File: src/rtl/apb_cmd_queue.sv
// Request FIFO plus a small issuer FSM that replays queued writes/reads onto an
// APB master command port and parks read data in a one-entry response buffer.
module apb_cmd_queue #(
    parameter int DW    = 32,
    parameter int DEPTH = 4
) (
    input  logic                       pclk,
    input  logic                       preset,
    input  logic                       req_valid_i,
    output logic                       req_ready_o,
    input  logic                       req_write_i,
    input  logic [DW-1:0]              req_wdata_i,
    output logic [1:0]                 add_o,
    output logic [DW-1:0]              wdata_o,
    input  logic                       ready_i,
    input  logic [DW-1:0]              rdata_i,
    output logic                       rsp_valid_o,
    output logic [DW-1:0]              rsp_data_o,
    input  logic                       rsp_ready_i,
    output logic [$clog2(DEPTH+1)-1:0] count_o,
    output logic                       busy_o
);
    localparam int PW = $clog2(DEPTH);
    localparam int CW = $clog2(DEPTH + 1);
    localparam logic [CW-1:0] DEPTH_C = CW'(DEPTH);

    localparam logic [1:0] ADD_IDLE  = 2'b00;
    localparam logic [1:0] ADD_WRITE = 2'b11;
    localparam logic [1:0] ADD_READ  = 2'b01;

    typedef enum logic [1:0] {IDLE, ISSUE, RDCAP, GAP} state_t;

    state_t          state_q, state_d;
    logic [PW-1:0]   wr_ptr_q, wr_ptr_d;
    logic [PW-1:0]   rd_ptr_q, rd_ptr_d;
    logic [CW-1:0]   count_q, count_d;
    logic [1:0]      add_q, add_d;
    logic [DW-1:0]   wdata_q, wdata_d;
    logic            rsp_valid_q, rsp_valid_d;
    logic [DW-1:0]   rsp_data_q, rsp_data_d;

    logic            fifo_wr_q   [DEPTH];
    logic [DW-1:0]   fifo_data_q [DEPTH];

    logic            push;
    logic            pop;
    logic            head_wr;
    logic [DW-1:0]   head_data;

    // Readiness comes from the registered count, so a full FIFO refuses a push
    // even when the same edge pops an entry.
    assign req_ready_o = (count_q < DEPTH_C);
    assign push        = req_valid_i && req_ready_o;
    assign head_wr     = fifo_wr_q[rd_ptr_q];
    assign head_data   = fifo_data_q[rd_ptr_q];

    // NOTE: FIFO storage has no reset; the pointers and count define which
    // entries are live, so clearing the array would only add reset fan-out.
    always_ff @(posedge pclk) begin
        if (push) begin
            fifo_wr_q[wr_ptr_q]   <= req_write_i;
            fifo_data_q[wr_ptr_q] <= req_wdata_i;
        end
    end

    // NOTE: every always_comb output gets a default first so no path can
    // leave a variable unassigned and infer a latch.
    always_comb begin
        state_d     = state_q;
        add_d       = add_q;
        wdata_d     = wdata_q;
        rsp_data_d  = rsp_data_q;
        rsp_valid_d = rsp_valid_q && !rsp_ready_i;
        pop         = 1'b0;

        unique case (state_q)
            IDLE: begin
                // A read at the head waits for the response buffer to empty.
                if (count_q != '0 && (head_wr || !rsp_valid_q)) begin
                    pop     = 1'b1;
                    state_d = ISSUE;
                    add_d   = head_wr ? ADD_WRITE : ADD_READ;
                    wdata_d = head_wr ? head_data : '0;
                end
            end
            ISSUE: begin
                if (ready_i) begin
                    state_d = (add_q == ADD_WRITE) ? GAP : RDCAP;
                    add_d   = ADD_IDLE;
                end
            end
            RDCAP: begin
                rsp_data_d  = rdata_i;
                rsp_valid_d = 1'b1;
                state_d     = IDLE;
            end
            GAP: begin
                state_d = IDLE;
            end
            default: state_d = IDLE;
        endcase

        wr_ptr_d = push ? wr_ptr_q + PW'(1) : wr_ptr_q;
        rd_ptr_d = pop  ? rd_ptr_q + PW'(1) : rd_ptr_q;
        count_d  = count_q + CW'(push) - CW'(pop);
    end

    // NOTE: sequential state uses non-blocking assignments only, so every
    // register samples the pre-edge values regardless of statement order.
    always_ff @(posedge pclk) begin
        if (preset) begin
            state_q     <= IDLE;
            wr_ptr_q    <= '0;
            rd_ptr_q    <= '0;
            count_q     <= '0;
            add_q       <= ADD_IDLE;
            wdata_q     <= '0;
            rsp_valid_q <= 1'b0;
            rsp_data_q  <= '0;
        end else begin
            state_q     <= state_d;
            wr_ptr_q    <= wr_ptr_d;
            rd_ptr_q    <= rd_ptr_d;
            count_q     <= count_d;
            add_q       <= add_d;
            wdata_q     <= wdata_d;
            rsp_valid_q <= rsp_valid_d;
            rsp_data_q  <= rsp_data_d;
        end
    end

    assign add_o       = add_q;
    assign wdata_o     = wdata_q;
    assign rsp_valid_o = rsp_valid_q;
    assign rsp_data_o  = rsp_data_q;
    assign count_o     = count_q;
    assign busy_o      = (state_q != IDLE) || (count_q != '0) || rsp_valid_q;

endmodule
File: config.mk
export PLATFORM = sky130hd
export DESIGN_NAME = apb_cmd_queue
export DESIGN_NICKNAME = d
export VERILOG_FILES = /design/src/rtl/apb_cmd_queue.sv
export SDC_FILE = /design/constraint.sdc
export NUM_CORES = 1
export LEC_CHECK = 0
export CAP_MARGIN = 15
export CORE_ASPECT_RATIO = 0.9
export CORE_MARGIN = 3
export CORE_UTILIZATION = 25
export CTS_CLUSTER_SIZE = 30
export DETAILED_ROUTE_END_ITERATION = 16
export DONT_BUFFER_PORTS = 1
export GPL_TIMING_DRIVEN = 0
export PLACE_DENSITY = 0.42
export SYNTH_ARGS = -nofsm -noshare
export SYNTH_HDL_FRONTEND = slang
export SYNTH_SLANG_ARGS = --single-unit
File: constraint.sdc
create_clock -name pclk -period 3.6 [get_ports pclk]
set_input_delay 0.72 -clock pclk [delete_from_list [all_inputs] [get_ports pclk]]
set_output_delay 0.72 -clock pclk [all_outputs]
set_load 0.03 [all_outputs]
# == Word-level counts from Yosys, hierarchy flattened ==
# Memories as Yosys holds them, arrays and structs flattened. A register that Yosys moved wholly into a read port is not among the register bits.
# Index checks and enable logic that the tools add are counted.
# totals
ramBits,132
wordCells,55
out_inout_bits,72
mem_count,2
ff_bits,76
# mem_list
name,depth,width,read_ports,rd_ports_with_merged_regs,wr,line,rtl
fifo_data_q,4,32,1,1,1,43,logic [DW-1:0] fifo_data_q [DEPTH];
fifo_wr_q,4,1,1,1,1,42,logic fifo_wr_q [DEPTH];
# classes
reduce_logical,16
n_eq_ne,6
order_cmp,1
mux,18
addsub,4
# op_table
operator,count
$mux 32,1
$mux 2,9
$eq 2x2->1 const B,3
$mux 1,6
$pmux 2 s3,1
$add 2x1->2 const B,2
$ne 2x2->1 const B,2
$pmux 2 s2,1
$reduce_and 2->1,2
$reduce_bool 2->1,2
$add 3x1->3,1
$logic_and 1x1->1,3
$logic_or 1x1->1,3
$lt 3x3->1 const B,1
$reduce_and 3->1,1
$reduce_bool 3->1,1
$sub 3x1->3,1
$eq 2x1->1 const B,1
$logic_not 1->1,2
$logic_not 2->1,1
$reduce_or 2->1,1

# == Longest topological paths before layout ==
# Gate-level depths: netlist of the first run.
# logic_depth
ltp_word,7
ltp_mapped,13
mapped_depth_nobuf,11

# == Least setup slack after synthesis of the first run ==
# No wires, ideal clock.
# synth_timing
path_type,flip-flop to flip-flop
startpoint,reg (tool-made name)
endpoint,reg count_q[2] (netlist: count_o[2])
t_arrival_ns,2.592
slack_ns,0.880
path_stages_with_launch,14
synth_period_minus_slack_ns,2.720
required_time_ns,3.472
cell_sequence,dfxtp_1 -> buf_6 -> mux4_2 -> o211ai_4 -> inv_4 -> buf_6 -> ha_1 -> inv_1 -> ha_1 -> inv_1 -> fa_1 -> xnor2_1 -> xnor2_1 -> nor2_1
# synth_rtl
item,line,rtl
end signal: assignment,124,count_q <= count_d;
end: declaration,36,"logic [CW-1:0] count_q, count_d;"

==> results of run 1 <==
-- power by group through the flow --
stage	clock, mW	combinational, mW	sequential [mW]
floorplan	0	1.35	3.39
global placement	0	1.72	3.47
detailed placement	0	1.78	3.48
CTS	2.57	1.78	3.43
global route	2.69	1.90	3.46
finish	2.47	1.71	3.41
-- path summary, 6_finish.rpt --
kind         cells past startpoint  slack, ns            start            endpoint
max                             13       0.61        flip-flop          count_o[2]
min                              0       0.29  req_wdata_i[12]  fifo_data_q[3][12]
max reg2reg                     13       0.61        flip-flop          count_o[2]
min reg2reg                      2       0.57       state_q[0]          state_q[1]
-- worst max-delay path: cells and delay by family (launching register included) --
family          cells  cell delay [ns]
buf+inv             5             0.55
fa+ha+maj           3             0.77
simple gates        1             0.05
compound gates      1             0.24
flops               1             0.33
xor+xnor            2             0.33
mux                 1             0.58
-- synthesized netlist by cell type, types with 4 or more instances --
cell type / number / area, µm²
sky130_fd_sc_hd__edfxtp_1: 132 / 3960
sky130_fd_sc_hd__dfxtp_1: 78 / 1560
sky130_fd_sc_hd__inv_1: 72 / 270
sky130_fd_sc_hd__nand2_1: 66 / 248
sky130_fd_sc_hd__a21oi_1: 36 / 180
sky130_fd_sc_hd__mux4_2: 33 / 743
sky130_fd_sc_hd__o32ai_2: 29 / 472
sky130_fd_sc_hd__clkbuf_1: 18 / 67.6
sky130_fd_sc_hd__nor2_1: 8 / 30.0
sky130_fd_sc_hd__ha_1: 6 / 75.1
sky130_fd_sc_hd__nor2b_1: 5 / 31.3
sky130_fd_sc_hd__and2_1: 4 / 25.0
sky130_fd_sc_hd__buf_1: 4 / 15.0
sky130_fd_sc_hd__buf_6: 4 / 45.0
-- sequential cells by signal, summed over array words and instances, names as in the netlist, named ones only --
signal,count
wr_ptr_q,2
rsp_valid_o,1
fifo_data_q,128
count_o,3
wdata_o,32
fifo_wr_q,4
add_o,2
rd_ptr_q,2
state_q,2
rsp_data_o,32
-- cell families after synthesis --
logic type                 after synthesis  synth area share, %
DFF                                    210                 69.1
buffers and inverters                  105                 5.53
and+or+nand+nor                         92                 4.88
AOI/OAI and AO/OA                       72                 9.08
muxes                                   37                 9.85
adders and majority gates                7                 1.19
xor gates and xnor gates                 3                0.329
-- cells in the final DEF, fill, tap and decap left out, drive strengths merged --
cell type,netlist,layout
xnor2,3,3
or3,1,1
nand2,66,66
nor2,8,8
inv,73,75
dfxtp,78,78
clkinvlp,0,1
o2111ai,1,1
nand3,2,2
nand2b,2,2
buf,14,18
a21oi,36,36
nand4b,1,1
nor2b,5,5
bufinv,0,2
mux2,3,3
clkinv,0,5
mux2i,1,1
o32ai,32,32
and2,4,4
a211o,1,1
mux4,33,33
nor3,1,1
nand3b,1,1
edfxtp,132,132
clkbuf,18,53
ha,6,6
o311ai,1,1
fa,1,1
or2,1,1
o211ai,1,1
-- routing by layer --
metal  share of wire [%]  track usage (%)  vias to the layer above
li1                    -                -                     1967
met1                  38             12.2                     2058
met4                 2.2             2.45                        0
met2                  49             18.8                      132
met3                  11             5.62                       30
met5                   0                0                        -
-- layout make-up --
class | count | area, µm² | share of cell area [%]
sequential | 210 | 5530 | 58.8
multi-input combinational | 211 | 2030 | 21.6
clock buffer | 35 | 703 | 7.48
tap | 409 | 512 | 5.44
inverter | 73 | 277 | 2.94
buffer | 32 | 165 | 1.76
clock inverter | 10 | 108 | 1.14
timing repair buffer | 4 | 80.1 | 0.852
==> results.cfg, run 1 <==
[clock_tree]
ctsResizeCount = 0
clk_pin_slew_worst_paths_ns = 0.06
cts_root_buffer = sky130_fd_sc_hd__clkbuf_16
numCtsBuffers = 25
number_of_hold_buffers_added_after_cts = 0
cts-root-to-sink-buffers = 3
cts_htree_levels = 1
cts_setup_buffers = 0
tritoncts = done
numClockSinks = 210
clkLatencyLatePin_ns = 0.52

[power]
seqPwrFrac_pct = 44.9
static-leakage-power_nw = 3.08
powerDensity_nw_per_um2 = 808
total_power_of_the_final_layout_mw = 7.59
irDropWorstVdd_uv = 411
p_int_mw = 5.17
combinationalPowerShare_pct = 22.5
swShare_pct = 31.9
power.net_switching_mw = 2.42
p_clk_share_pct = 32.5

[setup_path]
worst-endpoint-arrival_ns = 3.37
critical_path.cell_chain = buf_6 > mux4_2 > o211ai_4 > inv_4 > buf_6 > ha_1 > inv_1 > ha_1 > inv_1 > fa_1 > xnor2_1 > xnor2_1 > nor2_1
worstPathRequired_ns = 3.98
master_of_the_slowest_instance_on_the_critical_path = sky130_fd_sc_hd__mux4_2
critPathLaunchType = flip-flop
timing.critical_path.to_type = flip-flop
crit_path_max_incr_delay_ns = 0.58
worst-setup-path-type = reg2reg
critical_path_peak_fanout = 10

[global_route]
first_pass_grt_wire_length_mm = 28.1
grt_pass1_vias = 4465
grt_overflow_total = 0
globalRouteTotalUtil_pct = 10.9
maximum_number_of_pins_on_one_net_before_global_route_repair = 29
initial_antenna_violation_count = 0

[cells_and_area]
flow.area_growth_from_synthesis_pct = 17.6
post-route-util_pct = 30.1
n_antenna_cell = 0
layout.nets = 634
stdcell_count = 984
postLayoutCellArea_um2 = 9400
layout-drive-gt1-share_pct = 21.7
final.fill_count = 3057

[synthesis]
synth-edff-count = 132
synth_ff_type = sky130_fd_sc_hd__edfxtp_1
synth_fp_nets = 603
avgSynthCellArea_um2 = 15.2
synthesis.instances = 526
yosysSeqAreaShare_pct = 69.1
synth-warning-count = 0
synthArstFlopShare_pct = 0
synth.distinct_cells = 33
ys_seq_elements = 210
syn-cell-area_um2 = 7990

[run]
cap_violations = 0

[placement]
detailed_place.area_um2 = 8590
place_congestion = 0.728
dpl_worst_slack_ns = 0.578
placedCellCount = 939
port-buffer-count = 0
place.detailed.hpwl_mm = 12.7

[timing]
final-max-slew-violation-count = 0
final_layout_setup_total_negative_slack_ns = 0
share_of_the_cycle_needed_by_the_critical_path_after_routing_pct = 83.2
rsz0062_at_grt = no
period_needed_ns = 2.99
max_slew_margin_pct = 45.4
setup_viol_count_final = 0
timing.clock.skew_ns = 0.00873
worst_slew_pin_slew_ns = 0.819
final_hold_viol_count = 0
finalWorstSetupSlack_ns = 0.606
peak_clock_frequency_supported_by_timing_mhz = 334
hold-worst-slack_ns = 0.292

[detailed_routing]
drt_pass1_iterations = 5
wirelength_mm = 19.0
drt_first_iter_violations = 154
ant_nets = 0
route.detailed.wl_per_inst_um = 19.4
viasPerCell = 4.26
drc_violation_count_after_routing = 0
vias = 4187

[floorplanning]
design.die.area_um2 = 34200
initial_utilization_pct = 25.6
chipWidth_um = 194
core_area_um2 = 31200
number_of_top_level_pins = 142
number_of_cell_rows = 61
vertical_die_dimension_um = 176

[run_status]
status = complete, no violations

[hold_path]
holdCritPathClass = in2reg
(Power assumes the default switching activity.)
==> run 2: changes to the inputs <==
==> constraint.sdc (replaced) <==
create_clock -name pclk -period 3 [get_ports pclk]
set_input_delay 0.6 -clock pclk [delete_from_list [all_inputs] [get_ports pclk]]
set_output_delay 0.6 -clock pclk [all_outputs]
set_load 0.03 [all_outputs]
==> results.cfg, run 2 (synthesized netlist as in run 1, its figures left out) <==
[clock_tree]
cts_htree_levels = 1
tritoncts = done
cts_root_buffer = sky130_fd_sc_hd__clkbuf_16
numClockSinks = 210
cts-root-to-sink-buffers = 3
clkLatencyLatePin_ns = 0.52
numCtsBuffers = 25
clk_pin_slew_worst_paths_ns = 0.06
number_of_hold_buffers_added_after_cts = 0

[placement]
place.detailed.hpwl_mm = 12.7
port-buffer-count = 0
place_congestion = 0.728

[setup_path]
critical_path_peak_fanout = 10
worst-setup-path-type = reg2reg
worstPathRequired_ns = 3.38
critPathLaunchType = flip-flop
timing.critical_path.to_type = flip-flop
worst-endpoint-arrival_ns = 3.26

[power]
p_clk_share_pct = 32.2
swShare_pct = 31.8
combinationalPowerShare_pct = 23.2
powerDensity_nw_per_um2 = 974
total_power_of_the_final_layout_mw = 9.21
static-leakage-power_nw = 3.12
power.net_switching_mw = 2.93
p_int_mw = 6.29
seqPwrFrac_pct = 44.5
irDropWorstVdd_uv = 493

[cells_and_area]
sequential_cell_area_in_the_final_layout_um2 = 5530
final_common_cell = sky130_fd_sc_hd__edfxtp_1
largest_reg_flops = 128
layout-drive-gt1-share_pct = 22.9
n_antenna_cell = 0
most-common-layout-cells = sky130_fd_sc_hd__edfxtp_1 (132), sky130_fd_sc_hd__dfxtp_1 (78), sky130_fd_sc_hd__inv_1 (72)
final.fill_count = 3057
layout.nets = 641
registers.top_by_ff_count = fifo_data_q
flow.area_growth_from_synthesis_pct = 18.3
combined_area_of_the_multi_input_logic_cells_um2 = 2030
post-route-util_pct = 30.3

[timing]
period_needed_ns = 2.88
hold-worst-slack_ns = 0.172
share_of_the_cycle_needed_by_the_critical_path_after_routing_pct = 96.1
timing.clock.skew_ns = 0.00803
max_slew_margin_pct = 45.2
setup_viol_count_final = 0
worst_slew_pin_slew_ns = 0.823
peak_clock_frequency_supported_by_timing_mhz = 347
final_hold_viol_count = 0
final-max-slew-violation-count = 0

[floorplanning]
initial_utilization_pct = 25.6
vertical_die_dimension_um = 176
core_area_um2 = 31200
chipWidth_um = 194
number_of_top_level_pins = 142
design.die.area_um2 = 34200
number_of_cell_rows = 61

[detailed_routing]
drc_violation_count_after_routing = 0
drt_pass1_iterations = 4
ant_nets = 0
viasPerCell = 4.25
wirelength_mm = 19.1
vias = 4207
drt_first_iter_violations = 153
route.detailed.wl_per_inst_um = 19.3

[run]
cap_violations = 0

[global_route]
initial_antenna_violation_count = 0
globalRouteTotalUtil_pct = 11.0
grt_pass1_vias = 4478
first_pass_grt_wire_length_mm = 28.1
grt_overflow_total = 0
maximum_number_of_pins_on_one_net_before_global_route_repair = 29

[hold_path]
holdCritPathClass = in2reg
hold_start = req_wdata_i[12]

[run_status]
status = complete, no violations
-- run 2: changes by cell type in the layout (fill, tap and decap cells not counted) --
cell,delta
sky130_fd_sc_hd__buf_4,+8
sky130_fd_sc_hd__clkbuf_1,-1
sky130_fd_sc_hd__clkinv_4,+1
sky130_fd_sc_hd__inv_4,-1
-- run 2: area by class of cell --
class                      instances  share of cell area [%]
multi-input combinational        211                    21.5
clock inverter                    10                    1.14
sequential                       210                    58.4
tap                              409                    5.41
clock buffer                      35                    7.43
timing repair buffer              12                    1.48
buffer                            31                    1.71
inverter                          73                    2.95
-- run 2: worst paths after layout --
check | slack (ns) | endpoint | cells after the start
worst max-delay path | 0.12 | count_o[2] | 13
worst max register to register | 0.12 | count_o[2] | 13
worst min-delay path | 0.17 | fifo_data_q[3][12] | 0
worst min register to register | 0.57 | state_q[1] | 2
-- run 2: routing by layer --
layer / wire, µm / share of wire [%] / global-route usage, % / vias up
met3: 1980 / 10 / 5.62 / 29
met2: 9320 / 49 / 18.8 / 124
met1: 7360 / 39 / 12.2 / 2073
met5: 0 / 0 / 0 / -
li1: - / - / - / 1981
met4: 415 / 2.2 / 2.45 / 0
-- run 2: stage by stage --
step | TNS [ns] | setup WS [ns] | instance area [µm²] | cells
2_1_floorplan | 0 | 0.280 | 7990 | 526
3_3_place_gp | -26.59 | -0.212 | 8500 | 935
3_5_place_dp | -0.0223 | -0.0223 | 8590 | 939
4_1_cts | 0 | 0.00118 | 9410 | 985
5_1_grt | -0.00243 | -0.00243 | 9460 | 991
6_report | 0 | 0.117 | 9460 | 991
-- run 2: repair_timing --
| action | 4_1_cts | 5_1_grt |
|---|---|---|
| buffers inserted | 2 | 6 |
| hold endpoints to repair | 0 | 0 |
| endpoints found under the setup margin | 1 | 1 |
| gates resized for setup | 0 | 1 |
| pin swaps | 1 | 2 |
-- run 2: worst max-delay path: stages (launching register included) --
cell,delay (ns)
sky130_fd_sc_hd__dfxtp_1,0.33
sky130_fd_sc_hd__buf_6,0.11
sky130_fd_sc_hd__mux4_2,0.54
sky130_fd_sc_hd__o211ai_4,0.22
sky130_fd_sc_hd__clkinv_4,0.09
sky130_fd_sc_hd__buf_6,0.16
sky130_fd_sc_hd__ha_1,0.27
sky130_fd_sc_hd__inv_1,0.06
sky130_fd_sc_hd__ha_1,0.13
sky130_fd_sc_hd__inv_1,0.05
sky130_fd_sc_hd__fa_1,0.37
sky130_fd_sc_hd__xnor2_1,0.21
sky130_fd_sc_hd__xnor2_1,0.14
sky130_fd_sc_hd__nor2_1,0.05
-- run 2: power by group through the flow --
stage                     Combinational, mW  Clock (mW)  Sequential (mW)
after floorplan                        1.62           0             4.07
after global placement                 2.07           0             4.17
after detailed placement               2.13           0             4.17
after CTS                              2.15        3.09             4.12
after global routing                   2.37        3.23             4.16
final                                  2.14        2.97             4.10
==> run 3: changes to the inputs <==
--- a/config.mk
+++ b/config.mk
@@ -9,6 +9,7 @@
 export CORE_ASPECT_RATIO = 0.9
 export CORE_MARGIN = 3
 export CORE_UTILIZATION = 25
+export CTS_BUF_LIST = sky130_fd_sc_hd__clkbuf_8
 export CTS_CLUSTER_SIZE = 30
 export DETAILED_ROUTE_END_ITERATION = 16
 export DONT_BUFFER_PORTS = 1
==> results.cfg, run 3 (synthesized netlist as in run 1, its figures left out) <==
[timing]
hold-worst-slack_ns = 0.158
finalWorstSetupSlack_ns = 0.110
final_layout_setup_total_negative_slack_ns = 0
final_hold_viol_count = 0
max_slew_margin_pct = 45.5
share_of_the_cycle_needed_by_the_critical_path_after_routing_pct = 96.3
period_needed_ns = 2.89
final-max-slew-violation-count = 0
worst_slew_pin_slew_ns = 0.818
setup_viol_count_final = 0
timing.clock.skew_ns = 0.0271
peak_clock_frequency_supported_by_timing_mhz = 346

[global_route]
grt_overflow_total = 0
first_pass_grt_wire_length_mm = 28.3
grt_pass1_vias = 4587
maximum_number_of_pins_on_one_net_before_global_route_repair = 29
initial_antenna_violation_count = 0
globalRouteTotalUtil_pct = 11.1

[cells_and_area]
flow.area_growth_from_synthesis_pct = 17.1
most-common-layout-cells = sky130_fd_sc_hd__edfxtp_1 (132), sky130_fd_sc_hd__inv_1 (86), sky130_fd_sc_hd__dfxtp_1 (78)
sequential_cell_area_in_the_final_layout_um2 = 5530
final_common_cell = sky130_fd_sc_hd__edfxtp_1
stdcell_count = 1013
n_antenna_cell = 0
registers.top_by_ff_count = fifo_data_q
layout-drive-gt1-share_pct = 23.7
largest_reg_flops = 128
postLayoutCellArea_um2 = 9360
final.fill_count = 3091
combined_area_of_the_multi_input_logic_cells_um2 = 2030
layout.nets = 654

[power]
seqPwrFrac_pct = 46.8
power.net_switching_mw = 2.93
static-leakage-power_nw = 3.13
p_int_mw = 5.84
combinationalPowerShare_pct = 24.6
irDropWorstVdd_uv = 375
powerDensity_nw_per_um2 = 938
swShare_pct = 33.4
p_clk_share_pct = 28.6

[detailed_routing]
drt_first_iter_violations = 133
route.detailed.wl_per_inst_um = 19.1
drc_violation_count_after_routing = 0
drt_pass1_iterations = 4
wirelength_mm = 19.4
vias = 4340
viasPerCell = 4.28
ant_nets = 0

[setup_path]
timing.critical_path.to_type = flip-flop
critical_path.cell_chain = buf_6 > mux4_2 > o211ai_4 > clkinv_4 > buf_6 > ha_1 > inv_1 > ha_1 > inv_1 > fa_1 > xnor2_1 > xnor2_1 > nor2_1
worst-setup-path-type = reg2reg
critPathLaunchType = flip-flop
crit_path_max_incr_delay_ns = 0.54
master_of_the_slowest_instance_on_the_critical_path = sky130_fd_sc_hd__mux4_2
timing.critical_path.max_delay_family = adder cells
critical_path_peak_fanout = 10
worstPathRequired_ns = 3.38
critPathBufInv = 5
worst-endpoint-arrival_ns = 3.27

[clock_tree]
cts-root-to-sink-buffers = 3
numCtsBuffers = 38
clk_pin_slew_worst_paths_ns = 0.06
numClockSinks = 210
cts_htree_levels = 2
cts_root_buffer = sky130_fd_sc_hd__clkbuf_8
clkLatencyLatePin_ns = 0.53
tritoncts = done
number_of_hold_buffers_added_after_cts = 0

[placement]
place_congestion = 0.728
detailed_place.area_um2 = 8590
placedCellCount = 939
port-buffer-count = 0
place.detailed.hpwl_mm = 12.7
dpl_worst_slack_ns = -0.0223

[floorplanning]
number_of_cell_rows = 61
vertical_die_dimension_um = 176
chipWidth_um = 194
core_area_um2 = 31200
initial_utilization_pct = 25.6
number_of_top_level_pins = 142
design.die.area_um2 = 34200

[run_status]
status = complete, no violations

[run]
cap_violations = 0

[hold_path]
holdCritPathClass = in2reg
## run 3: cell count changes in the layout (fill, tap and decap cells not counted), sizes merged
cell,delta
clkbuf,+10
inv,+12
bufinv,-2
clkinv,+2
## run 3: power groups by stage
stage | Combinational [mW] | Clock, mW | Sequential (mW)
CTS | 2.15 | 2.65 | 4.12
global route | 2.37 | 2.78 | 4.16
global placement | 2.07 | 0 | 4.17
floorplan | 1.62 | 0 | 4.07
detailed placement | 2.13 | 0 | 4.17
finish | 2.16 | 2.51 | 4.10
## run 3: worst paths after layout
check / start / end / slack (ns) / depth (start not counted)
min: req_wdata_i[12] / fifo_data_q[2][12] / 0.16 / 0
min reg2reg: state_q[0] / state_q[1] / 0.57 / 2
max reg2reg: flip-flop / count_o[2] / 0.11 / 13
max: flip-flop / count_o[2] / 0.11 / 13
## run 3: cell type report
cell class / count / area share [%]
inverters: 73 / 2.98
plain buffers: 31 / 1.73
repair buffers: 12 / 1.50
well taps: 409 / 5.47
clock inverters: 22 / 0.963
flip-flops and latches: 210 / 59.1
clock buffers: 45 / 6.62
multi-input cells: 211 / 21.7
## run 3: through the flow
| step | power (mW) | utilization, % |
|---|---|---|
| final | 8.77 | 30.0 |
| after global routing | 9.32 | 30.0 |
| after CTS | 8.92 | 29.8 |
| after detailed placement | 6.31 | 27.5 |
| after global placement | 6.23 | 27.2 |
| after floorplan | 5.69 | - |
## run 3: layer usage
layer | up-vias | share of wire, % | GRT usage, %
li1 | 2005 | - | -
met1 | 2131 | 38 | 12.1
met2 | 168 | 48 | 18.7
met3 | 36 | 12 | 6.18
met4 | 0 | 2.1 | 3.41
met5 | - | 0 | 0
## run 3: timing repair
| action | CTS | global route |
|---|---|---|
| buffers inserted | 2 | 6 |
| endpoints found under the setup margin | 1 | 1 |
| resized for setup | 0 | 1 |
| pin swaps | 1 | 2 |
